## config.mk

```make
export PLATFORM = sky130hd
export DESIGN_NAME = dcache_read_responder
export DESIGN_NICKNAME = d
export VERILOG_FILES = /design/src/rtl/dcache_read_responder.sv
export SDC_FILE = /design/constraint.sdc
export NUM_CORES = 2
export LEC_CHECK = 0
export ABC_AREA = 0
export BUFFER_PORTS_ARGS = -buffer_cell sky130_fd_sc_hd__buf_2
export CORE_ASPECT_RATIO = 0.9
export CORE_MARGIN = 2
export CORE_UTILIZATION = 56
export CTS_BUF_LIST = sky130_fd_sc_hd__clkbuf_8 sky130_fd_sc_hd__clkbuf_16
export DETAILED_ROUTE_END_ITERATION = 12
export GPL_TIMING_DRIVEN = 0
export PLACE_DENSITY = 0.75
export SLEW_MARGIN = 40
export SYNTH_ARGS = -nofsm -noshare
export SYNTH_HDL_FRONTEND = slang
export SYNTH_SLANG_ARGS = --single-unit
```

## constraint.sdc

```tcl
create_clock -name clk -period 6.4 [get_ports clk]
set_clock_uncertainty 0.15 [all_clocks]
set_input_delay 1.28 -clock clk [delete_from_list [all_inputs] [get_ports clk]]
set_output_delay 1.28 -clock clk [all_outputs]
set_load 0.05 [all_outputs]
```

## src/rtl/dcache_read_responder.sv

```systemverilog
// dcache_read_responder
// Read-only, direct-mapped data cache with 8-byte lines that answers the
// memory stage's read requests. Misses are filled from main memory over a
// req/ready handshake. Valid bits, tags and data are all held in flops.

module dcache_read_responder #(
  parameter int INDEX_BITS = 5,
  parameter int TAG_BITS   = 29 - INDEX_BITS
) (
  input  logic        clk,
  input  logic        reset,
  input  logic        dcache_en,
  input  logic [31:0] address,
  input  logic        invalidate,
  output logic [63:0] dcache_data,
  output logic        dcache_ready,
  output logic        mem_req,
  output logic [31:0] mem_addr,
  input  logic [63:0] mem_data,
  input  logic        mem_ready
);

  localparam int LINES = 1 << INDEX_BITS;

  typedef enum logic [1:0] {
    IDLE,
    FILL,
    DONE
  } state_t;

  state_t                state_q;
  logic [LINES-1:0]      valid_q;
  logic [TAG_BITS-1:0]   tag_q  [LINES];
  logic [63:0]           data_q [LINES];
  logic [63:0]           resp_data_q;
  logic [31:0]           mem_addr_q;
  logic                  mem_req_q;
  logic                  ready_q;
  logic                  inval_seen_q;

  logic [INDEX_BITS-1:0] req_index;
  logic [TAG_BITS-1:0]   req_tag;
  logic [INDEX_BITS-1:0] fill_index;
  logic [TAG_BITS-1:0]   fill_tag;
  logic                  hit;
  logic                  fill_write;
  logic                  unused_addr_bits;

  assign req_index  = address[3+INDEX_BITS-1:3];
  assign req_tag    = address[31:3+INDEX_BITS];
  assign fill_index = mem_addr_q[3+INDEX_BITS-1:3];
  assign fill_tag   = mem_addr_q[31:3+INDEX_BITS];
  assign fill_write = (state_q == FILL) && mem_ready && !reset;

  // Byte offset within the quadword is resolved by the memory stage.
  assign unused_addr_bits = ^address[2:0];

  // Lookup of the requested line; only meaningful while IDLE.
  always_comb begin
    hit = valid_q[req_index] && (tag_q[req_index] == req_tag);
  end

  // Tag and data arrays are written only by a completing fill; they carry no
  // reset because the valid bits alone decide whether a line is usable.
  always_ff @(posedge clk) begin
    if (fill_write) begin
      tag_q[fill_index]  <= fill_tag;
      data_q[fill_index] <= mem_data;
    end
  end

  // Request FSM with registered outputs, plus valid-bit maintenance. An
  // invalidate seen at any point during a fill poisons that fill so the line
  // it installs stays invalid, while the data is still handed back.
  always_ff @(posedge clk) begin
    if (reset) begin
      state_q      <= IDLE;
      valid_q      <= '0;
      resp_data_q  <= '0;
      mem_addr_q   <= '0;
      mem_req_q    <= 1'b0;
      ready_q      <= 1'b0;
      inval_seen_q <= 1'b0;
    end else begin
      ready_q <= 1'b0;

      if (invalidate) begin
        valid_q <= '0;
      end else if (fill_write && !inval_seen_q) begin
        valid_q[fill_index] <= 1'b1;
      end

      case (state_q)
        IDLE: begin
          inval_seen_q <= 1'b0;
          if (dcache_en) begin
            if (hit) begin
              resp_data_q <= data_q[req_index];
              ready_q     <= 1'b1;
              state_q     <= DONE;
            end else begin
              mem_addr_q <= {address[31:3], 3'b000};
              mem_req_q  <= 1'b1;
              state_q    <= FILL;
            end
          end
        end
        FILL: begin
          if (invalidate) begin
            inval_seen_q <= 1'b1;
          end
          if (mem_ready) begin
            resp_data_q <= mem_data;
            mem_req_q   <= 1'b0;
            ready_q     <= 1'b1;
            state_q     <= DONE;
          end
        end
        DONE: begin
          state_q <= IDLE;
        end
        default: begin
          state_q <= IDLE;
        end
      endcase
    end
  end

  assign dcache_data  = resp_data_q;
  assign dcache_ready = ready_q;
  assign mem_req      = mem_req_q;
  assign mem_addr     = mem_addr_q;

endmodule

```

==> metrics.txt <==
status complete, no violations; post-CTS sizing 0; Layout Nets 5979; FF+latch count, synth just under 3000; initial core utilization 56.4%; Mean Syn Cell Area 22.2 µm²; flop2flop setup slack 1.62 ns; Slew Viols, Final 0; GRT Residual Overflow 0; type of origin of the critical path primary input; Die Area 206000 µm²; crit path DAT around 6.7 ns; initial antenna violation count 31; hold_sp dcache_data[3]; synth unique cells 68; IO Pins 199; layout cell share with drive strength beyond 1 32.0%; Post-synth EDFFs ~2800; Port Buf Inserts approximately 190; Final Wtd Congestion 0.877; Cell Rows 156; final core area utilization 66.6%; crit path time final 6.10 ns; first drt pass iteration count 9; hold path cells 2; area of the core around 200000 µm²; Cell Pwr Density slightly above 300 nW/µm²; final hold vios 0; Slew @ Worst Pin 1.03 ns; critical path fanouts, max 10; root buffer cell clkbuf_16; Max transition margin 31.1%; HPWL after DPL 216000 µm; DRT iter0 DRCs 12000; total of max-cap violations 0; htree depth 5; Area growth, synth to finish 18.1%; Routed Antenna Nets 0; Tightest Hold Check Type flip-flop to flip-flop; Filler cells 12000; r2r endpoint dcache_ready; Reg2Reg Depth 11; Max VDD drop 0.304 mV; GRT Total Usage 33.2%; Pleak ~0.044 µW; worst setup path category primary input to flip-flop; WHS Endpoint dcache_data[3]; WL/cell 39.0 µm; drt total wl 344000 µm; Finished Layout Cells ~8800; RSZ-0062 raised after global routing no; clock tree buffer depth 4; WP data required 6.98 ns; CTS Buf Count 301; via/cell ratio 7.04; CTS clk-pin slew, worst paths 0.06 ns; Placed Cells between 8000 and 9000; Clock Latency Late Sink 0.96 ns; Max Freq 164 MHz; register area share after synthesis 76.9%; CP Capture Type flip-flop; vias 62000; YS warnings 0; synthesized cell area roughly 110000 µm²; share of synthesized registers carrying an async set or reset 0%; Tcrit/Tclk final 95.3%; Die H 431 µm; CTS Hold Buffers Added 0; Hold Worst Slack 0.308 ns; Die Wd 478 µm; clock sink count 2946; vias in the first global route roughly 62000; synthesized instance count 5098; Top FF cell, synth edfxtp_1; first-pass GRT wire length 474000 µm; setup repair bufs after CTS 0; DRC viols 0; final setup vio count 0; largest net degree at the start of global routing 35; Worst R2R Start tag_q[3][23]; CTS tree built
layout make-up:
class / count / area [µm²] / share of cell area, %
clock inverters: 199 / 1560 / 1.17
plain buffers: 280 / 1510 / 1.13
well taps: 2686 / 3360 / 2.51
multi-input cells: 1866 / 25000 / 18.7
clock buffers: 323 / 7900 / 5.90
diodes: 26 / 65.1 / 0.0486
inverters: 8 / 30.0 / 0.0224
flip-flops and latches: 2946 / 87200 / 65.1
repair buffers: 475 / 7240 / 5.41
cell usage after synthesis, types with 3 or more instances:
cell type	instances	area share, %
edfxtp_1	2816	75
mux4_2	780	15
mux2i_1	316	2.8
nand2_1	283	0.94
dfxtp_1	130	2.3
buf_2	95	0.42
clkbuf_1	95	0.31
nor2_1	94	0.31
o21ai_0	76	0.34
a21oi_1	49	0.22
buf_1	42	0.14
a22oi_1	40	0.26
buf_4	30	0.20
nand3_1	28	0.12
buf_6	17	0.17
xnor2_1	17	0.13
xor2_1	17	0.13
nand2b_1	12	0.066
nor2b_1	12	0.066
o22ai_1	12	0.066
a221oi_1	11	0.085
mux2_2	11	0.11
nand4_1	10	0.055
o221ai_1	9	0.070
and2_1	8	0.044
nor3_1	8	0.035
a21o_1	5	0.033
a22o_1	5	0.039
inv_1	5	0.017
o211ai_1	5	0.033
a32oi_1	4	0.031
or2_2	4	0.022
a211oi_1	3	0.020
a31oi_1	3	0.017
o21ai_1	3	0.013
report_power, final:
group	switching (µW)	leakage [µW]	internal (µW)	total, µW
Clock	7270	0.00490	9940	17200
Sequential	148	0.0263	21200	21300
Combinational	1520	0.0129	821	2340
placed cells by master, fill, tap and decap left out, types with 26 or more instances in the layout:
cell / netlist / layout
buf_4: 30 / 31
mux4_2: 780 / 780
buf_2: 95 / 297
clkbuf_1: 95 / 49
edfxtp_1: 2816 / 2816
bufinv_16: 0 / 27
nand2_1: 283 / 282
inv_1: 5 / 72
diode_2: 0 / 26
nor2_4: 0 / 32
clkbuf_2: 0 / 53
clkinv_1: 1 / 54
a22oi_1: 40 / 40
clkbuf_16: 0 / 307
o21ai_0: 76 / 76
nand3_1: 28 / 27
buf_16: 0 / 159
buf_8: 1 / 129
nor2_1: 94 / 61
mux2i_1: 316 / 316
clkinv_2: 0 / 39
dfxtp_1: 130 / 106
a21oi_1: 49 / 49
through the flow:
step | power, µW | worst slack (ns) | area, µm² | setup TNS (ns)
floorplan | 23000 | 0.0252 | 113000 | 0
global placement | 23900 | -7.39 | 118000 | -
detailed placement | 24000 | -0.00520 | 124000 | -0.00520
CTS | 40900 | 0.831 | 134000 | 0
global route | 41600 | 0.596 | 134000 | 0
finish | 40900 | 0.298 | 134000 | 0
kinds of logic after synthesis:
family / after synthesis / synth area share [%]
AOI/OAI and AO/OA: 246 / 1.41
xor gates and xnor gates: 34 / 0.263
buffers and inverters: 288 / 1.28
DFF: 2946 / 76.9
muxes: 1107 / 18.4
other: 1 / 0.00331
and+or+nand+nor: 476 / 1.78
flip-flops by register name, indices dropped and copies added (netlist names):
register,flops
inval_seen_q,1
state_q,2
dcache_ready,1
data_q,2048
mem_req,1
tag_q,768
mem_addr,29
dcache_data,64
valid_q,32
how the worst max path moves through the flow:
stage | from | to | slack [ns] | cells past startpoint
finish | address[6] | dcache_ready | 0.30 | 14
global route | address[6] | dcache_ready | 0.60 | 14
CTS | address[6] | dcache_ready | 0.83 | 14
detailed placement | address[5] | dcache_ready | -0.005 | 14
global placement | reset | data_q[24][11] | -7.39 | 6
floorplan | reset | data_q[24][0] | 0.03 | 5
critical path: stages:
cell	delay, ns
buf_2	0.17
buf_2	0.25
inv_1	0.17
buf_4	0.30
buf_2	0.49
buf_2	0.61
mux4_2	0.45
xor2_1	0.57
nand4_1	0.40
nor4_2	0.39
a2bb2oi_2	0.30
buf_6	0.31
buf_6	0.21
nor3_1	0.74
layer usage:
| metal | GRT usage [%] | up-vias | routed length, µm |
|---|---|---|---|
| li1 | - | 23000 | - |
| met3 | 9.62 | 1253 | 47400 |
| met4 | 18.3 | 14 | 21700 |
| met1 | 43.5 | 31900 | 114000 |
| met2 | 50.8 | 5867 | 160000 |
| met5 | 0 | - | 90 |
(Power assumes the default switching activity.)
